**src/rtl/multicycle_ctrl.sv**
```systemverilog
// Multi-cycle control FSM for a small RV32 core (ADD SUB ADDI SLLI ORI LW SW
// BEQ BGT JAL). It sequences fetch/decode/execute/memory/write-back over one
// shared single-port memory using a req/ready handshake, and drives the
// datapath strobes.
//
// Ports:
//   clk, rst            rising-edge clock, asynchronous active-high reset
//   ir                  latched instruction register from the datapath
//   mem_ready           memory accepts/completes the current request
//   alu_zero, alu_gt    ALU compare flags (rs1-rs2 == 0, signed rs1 > rs2)
//   mem_req, mem_we     memory request, write enable (SW)
//   addr_sel            memory address: 0 = PC, 1 = ALU result
//   ir_we               load IR from memory read data
//   pc_we, pc_src       PC update, 0 = PC+4, 1 = PC+imm
//   alu_src, alu_op     ALU operand B (0 rs2, 1 imm), op (ADD/SUB/SLL/OR)
//   rf_we, wb_sel       register write, source (00 ALU, 01 mem, 10 PC+4)
//   retire, instret     retire pulse and retired-instruction count
//   halted, trap_cause  in TRAP, cause (01 illegal, 10 memory timeout)

module multicycle_ctrl #(
    parameter int TIMEOUT = 16,
    parameter int CNT_W   = 32
) (
    input  logic             clk,
    input  logic             rst,
    input  logic [31:0]      ir,
    input  logic             mem_ready,
    input  logic             alu_zero,
    input  logic             alu_gt,
    output logic             mem_req,
    output logic             mem_we,
    output logic             addr_sel,
    output logic             ir_we,
    output logic             pc_we,
    output logic             pc_src,
    output logic             alu_src,
    output logic [2:0]       alu_op,
    output logic             rf_we,
    output logic [1:0]       wb_sel,
    output logic             retire,
    output logic [CNT_W-1:0] instret,
    output logic             halted,
    output logic [1:0]       trap_cause
);

    typedef enum logic [2:0] {
        S_IDLE,
        S_FETCH,
        S_DECODE,
        S_EXEC,
        S_MEM,
        S_WB,
        S_TRAP
    } state_t;

    localparam logic [31:0] TO_LAST =
        (TIMEOUT > 0) ? 32'(TIMEOUT - 1) : 32'd0;

    state_t      state;
    state_t      next_state;
    logic [31:0] wait_cnt;
    logic [1:0]  cause_next;

    // Instruction fields
    logic [6:0] opc;
    logic [2:0] f3;
    logic [6:0] f7;
    logic [4:0] rd;
    logic       unused_ir;

    assign opc       = ir[6:0];
    assign f3        = ir[14:12];
    assign f7        = ir[31:25];
    assign rd        = ir[11:7];
    assign unused_ir = ^ir[24:15];

    logic is_add, is_sub, is_addi, is_slli, is_ori;
    logic is_lw, is_sw, is_beq, is_bgt, is_jal;
    logic is_alu, is_br, legal;

    assign is_add  = (opc == 7'b0110011) && (f3 == 3'b000)
                     && (f7 == 7'b0000000);
    assign is_sub  = (opc == 7'b0110011) && (f3 == 3'b000)
                     && (f7 == 7'b0100000);
    assign is_addi = (opc == 7'b0010011) && (f3 == 3'b000);
    assign is_slli = (opc == 7'b0010011) && (f3 == 3'b001)
                     && (f7 == 7'b0000000);
    assign is_ori  = (opc == 7'b0010011) && (f3 == 3'b110);
    assign is_lw   = (opc == 7'b0000011) && (f3 == 3'b010);
    assign is_sw   = (opc == 7'b0100011) && (f3 == 3'b010);
    assign is_beq  = (opc == 7'b1100011) && (f3 == 3'b000);
    assign is_bgt  = (opc == 7'b1100011) && (f3 == 3'b100);
    assign is_jal  = (opc == 7'b1101111);

    assign is_alu = is_add | is_sub | is_addi | is_slli | is_ori;
    assign is_br  = is_beq | is_bgt;
    assign legal  = is_alu | is_lw | is_sw | is_br | is_jal;

    // ALU control as a function of the instruction alone; the FSM decides
    // in which states it is actually driven.
    logic       dec_alu_src;
    logic [2:0] dec_alu_op;

    always_comb begin
        dec_alu_src = is_addi | is_slli | is_ori | is_lw | is_sw;
        dec_alu_op  = 3'b000;
        unique case (1'b1)
            is_sub, is_br: dec_alu_op = 3'b001;
            is_slli:       dec_alu_op = 3'b010;
            is_ori:        dec_alu_op = 3'b011;
            default:       dec_alu_op = 3'b000;
        endcase
    end

    // Last allowed wait cycle with no ready: the request gives up here.
    logic timeout_hit;
    assign timeout_hit = (TIMEOUT > 0) && !mem_ready
                         && (wait_cnt == TO_LAST);

    always_ff @(posedge clk or posedge rst) begin
        if (rst) begin
            state      <= S_IDLE;
            wait_cnt   <= '0;
            instret    <= '0;
            trap_cause <= 2'b00;
        end else begin
            state <= next_state;
            // Any state change clears the counter, so it starts at zero
            // on every entry into FETCH or MEM.
            if (next_state != state)
                wait_cnt <= '0;
            else if (!mem_ready)
                wait_cnt <= wait_cnt + 32'd1;
            if (retire)
                instret <= instret + CNT_W'(1);
            if (state != S_TRAP && next_state == S_TRAP)
                trap_cause <= cause_next;
        end
    end

    always_comb begin
        next_state = state;
        cause_next = 2'b00;
        mem_req    = 1'b0;
        mem_we     = 1'b0;
        addr_sel   = 1'b0;
        ir_we      = 1'b0;
        pc_we      = 1'b0;
        pc_src     = 1'b0;
        alu_src    = 1'b0;
        alu_op     = 3'b000;
        rf_we      = 1'b0;
        wb_sel     = 2'b00;
        retire     = 1'b0;
        halted     = 1'b0;
        case (state)
            S_IDLE: begin
                next_state = S_FETCH;
            end
            S_FETCH: begin
                mem_req = 1'b1;
                if (mem_ready) begin
                    ir_we      = 1'b1;
                    next_state = S_DECODE;
                end else if (timeout_hit) begin
                    next_state = S_TRAP;
                    cause_next = 2'b10;
                end
            end
            S_DECODE: begin
                if (legal) begin
                    next_state = S_EXEC;
                end else begin
                    next_state = S_TRAP;
                    cause_next = 2'b01;
                end
            end
            S_EXEC: begin
                alu_src = dec_alu_src;
                alu_op  = dec_alu_op;
                if (is_br) begin
                    pc_we      = 1'b1;
                    pc_src     = (is_beq & alu_zero) | (is_bgt & alu_gt);
                    retire     = 1'b1;
                    next_state = S_FETCH;
                end else if (is_lw | is_sw) begin
                    next_state = S_MEM;
                end else begin
                    next_state = S_WB;
                end
            end
            S_MEM: begin
                mem_req  = 1'b1;
                addr_sel = 1'b1;
                mem_we   = is_sw;
                alu_src  = dec_alu_src;
                alu_op   = dec_alu_op;
                if (mem_ready) begin
                    if (is_sw) begin
                        pc_we      = 1'b1;
                        retire     = 1'b1;
                        next_state = S_FETCH;
                    end else begin
                        next_state = S_WB;
                    end
                end else if (timeout_hit) begin
                    next_state = S_TRAP;
                    cause_next = 2'b10;
                end
            end
            S_WB: begin
                // ALU inputs stay driven so its result is stable for the
                // register write.
                alu_src    = dec_alu_src;
                alu_op     = dec_alu_op;
                rf_we      = (rd != 5'd0);
                wb_sel     = is_jal ? 2'b10 : (is_lw ? 2'b01 : 2'b00);
                pc_we      = 1'b1;
                pc_src     = is_jal;
                retire     = 1'b1;
                next_state = S_FETCH;
            end
            S_TRAP: begin
                halted = 1'b1;
            end
            default: begin
                next_state = S_IDLE;
            end
        endcase
    end

endmodule

```
**config.mk**
```make
export PLATFORM = sky130hd
export DESIGN_NAME = multicycle_ctrl
export DESIGN_NICKNAME = d
export VERILOG_FILES = /design/src/rtl/multicycle_ctrl.sv
export SDC_FILE = /design/constraint.sdc
export NUM_CORES = 1
export LEC_CHECK = 0
export BUFFER_PORTS_ARGS = -buffer_cell sky130_fd_sc_hd__buf_2
export CAP_MARGIN = 25
export CORE_MARGIN = 2
export CORE_UTILIZATION = 50
export DETAILED_ROUTE_END_ITERATION = 7
export PLACE_DENSITY = 0.77
export SLEW_MARGIN = 25
export SYNTH_ARGS = -nofsm -noshare
export SYNTH_HDL_FRONTEND = slang
export SYNTH_SLANG_ARGS = --single-unit
```
**constraint.sdc**
```tcl
create_clock -name clk -period 2.14 [get_ports clk]
set_input_delay 0.428 -clock clk [delete_from_list [all_inputs] [get_ports clk]]
set_output_delay 0.428 -clock clk [all_outputs]
set_load 0.05 [all_outputs]
```
==> metrics.md <==
| Metric | Value |
|---|---|
| GRT overflow | `0` |
| Total die area | `9010 µm²` |
| Top_reg_cell synth | `dfrtp_1` |
| CTS clk-pin slew, worst paths | `0.08 ns` |
| Final nets | `577` |
| Failing checks | `setup timing` |
| CP Data Required Time | `1.71 ns` |
| P&R area growth vs syn | `37.4%` |
| Clk sinks | `69` |
| Worst VDD drop | `0.995 mV` |
| Nature of the critical path endpoint | `primary output` |
| DRT Wirelength | `11200 µm` |
| Fmax | `0.451 GHz` |
| Final Hold Viols | `0` |
| Post-Syn Instances | `393` |
| Finished Cell Area | `5680 µm²` |
| Clk_skew | `0.00832 ns` |
| Core area | `8130 µm²` |
| Post-synth EDFFs | `0` |
| Placed insts | `614` |
| Setup Viol. Count Final | `16` |
| 1st-iter DRT viols | `207` |
| Post-Place Worst Slack | `-0.185 ns` |
| Setup CP Type | `input port to primary output` |
| Post-route DRC | `0` |
| Ranking of synthesized cells by area | `dfrtp_1, nor3_2, xnor2_1` |
| First-pass GRT wire length | `16600 µm` |
| Number of synthesized register bits | `69` |
| IO Pins | `86` |
| Largest net degree at the start of global routing | `48` |
| Antenna Nets Post-Route | `0` |
| I/O Buffers | `74` |
| Final core occ | `0.698` |
| Yosys top cell by area | `dfrtp_1` |
| Initial DRT Pass Iterations | `5` |
| Initial antenna violation count | `0` |
| Reg2reg setup slack | `0.01 ns` |
| R2r startpoint | `state[1]` |
| Worst Reg-to-Reg Cells | `7` |
| Slew headroom | `0.652` |
| Vias | `3694` |
| Row cnt | `33` |
| Die Y-Extent | `94.9 µm` |
| Area taken by flip-flops and latches | `1730 µm²` |
| Cell area power density | `877 nW/µm²` |
| Post-synthesis sequential area ratio | `0.418` |
| Max_cap viols | `0` |
| Layout cells sized above 1 | `0.468` |
| Final Non-Filler Cells | `648` |
| Maximum net fanout on the critical path | `4` |
| Tmin final | `2.22 ns` |
| DP Area | `5020 µm²` |
| CP arrival | `1.79 ns` |
| H-Tree Depth | `3` |
| Area of the multi-input gates | `2460 µm²` |
| Slew Viols, Final | `0` |
| Initial Utilization | `0.508` |
| CTS Hold Buffers Added | `0` |
| Status | `finished with violations` |
| R2R Path End | `instret[12]` |
| Worst slew pin tran | `0.523 ns` |
| Async SR Flop Fraction | `1.00` |
| Leakage Power | `0.00264 µW` |
| Clock buffer depth | `2` |
| Share of the synthesized area in the top cell type | `0.418` |
| Crit share post-route | `1.04` |
| Cell Area, Synth | `4130 µm²` |
| Chip width | `94.9 µm` |
| CP Launch Type | `input port` |
| Hpwl dp | `7000 µm` |
| CTS Root Cell | `clkbuf_8` |
| Vias in the first global route | `3599` |
| Synthesized area per cell | `10.5 µm²` |
| Unrepaired setup endpoints after global routing | `yes` |
| Final WS setup | `-0.0798 ns` |
| # diodes | `0` |
| Via-to-Cell Ratio | `5.70` |
| Num CTS Buffers | `9` |
| Net Count, Synth | `432` |
| Yosys warnings | `0` |
| GP Congestion | `0.829` |
| Hold Crit Class | `input port to async pin` |
| Skew-Pair Late Insertion Delay | `0.36 ns` |
| GRT Overall Usage | `0.238` |
| Routed wire per std cell | `17.2 µm` |
| TritonCTS clock tree | `yes` |
| Filler instances | `556` |
| Netlist cell types | `64` |
[how the worst max path moves through the flow]
stage,startpoint,endpoint
3_3_place_gp,ir[13],wait_cnt[7]
6_report,ir[2],pc_src
5_1_grt,ir[2],pc_src
4_1_cts,state[2],retire
3_5_place_dp,ir[2],instret[16]
2_1_floorplan,ir[28],alu_op[1]
[worst max-delay path: stages]
cell	delay [ns]
buf_2	0.14
nor4_2	0.45
buf_4	0.19
nand2_1	0.09
buf_4	0.18
o21bai_4	0.14
buf_6	0.17
[cells in the mapped netlist, types with 2 or more instances]
master	number
a21oi_1	9
nor3b_1	3
nand3_1	28
and3_1	11
and4b_1	2
nor4_2	2
nand2_2	2
xnor2_1	35
mux2_2	2
inv_1	10
xor2_2	2
xor2_1	26
clkbuf_1	2
nor4_4	3
nand4b_1	2
o21ai_0	2
and2_1	2
buf_2	2
dfrtp_1	69
ha_1	2
nand4bb_1	2
nand2_1	25
nor4_1	9
nor3_1	9
a211oi_1	2
nor2_1	25
a31oi_1	2
and3_4	2
nor3_2	32
nand2b_1	3
buf_6	7
and4_1	4
nand4_1	20
buf_4	4
nor2b_1	2
[metrics by stage]
stage	total power, µW	setup TNS (ns)	hold WS (ns)
after floorplan	2840	0	0.540
after global placement	3180	-4.51	0.451
after detailed placement	3210	-6.25	0.471
after CTS	4600	-0.0172	0.107
after global routing	5200	-2.20	0.126
final	4980	-0.220	0.102
[where the power goes]
part | total, µW | internal, µW | switching, µW
clock | 1320 | 779 | 545
combinational | 2160 | 798 | 1360
sequential | 1490 | 1390 | 107
total | 4980 | 2960 | 2020
[routing by layer]
layer / GRT usage / wire length, µm
met1: 0.284 / 4510
met2: 0.415 / 5810
met3: 0.0479 / 543
met4: 0.100 / 304
met5: 0 / 0
[state kept, by name (all words and copies together) (netlist names)]
name,cells
wait_cnt,32
instret,32
trap_cause,2
state,3
[cells by family after synthesis]
logic type / count (synthesis) / synth area share
flops: 69 / 0.418
simple gates: 201 / 0.337
buf+inv: 26 / 0.0406
fa+ha+maj: 2 / 0.00605
other cells: 1 / 0.000907
compound gates: 28 / 0.0527
xor+xnor: 63 / 0.137
mux: 3 / 0.00787
[cells in the final DEF (no fill, tap or decap), types with 10 or more instances in the layout]
master	count
xor2_1	26
nand4_1	20
dfrtp_1	68
nand2_1	24
xnor2_1	34
buf_4	67
nand3_1	26
buf_2	62
and3_1	10
nor2_1	21
buf_6	10
nor3_2	33
[final cells by class]
cell class	count	share of cell area
flip-flops and latches	69	0.304
clock buffers	9	0.0218
multi-input cells	300	0.433
clock inverters	7	0.0218
repair buffers	147	0.187
well taps	105	0.0231
inverters	11	0.00859
[repair_timing]
action / CTS / global route
pin swaps: 4 / 20
setup buffers: 5 / 10
gates resized for setup: 20 / 45
cloned: 0 / 3
endpoints found under the setup margin: 17 / 53
(Power assumes the default switching activity.)
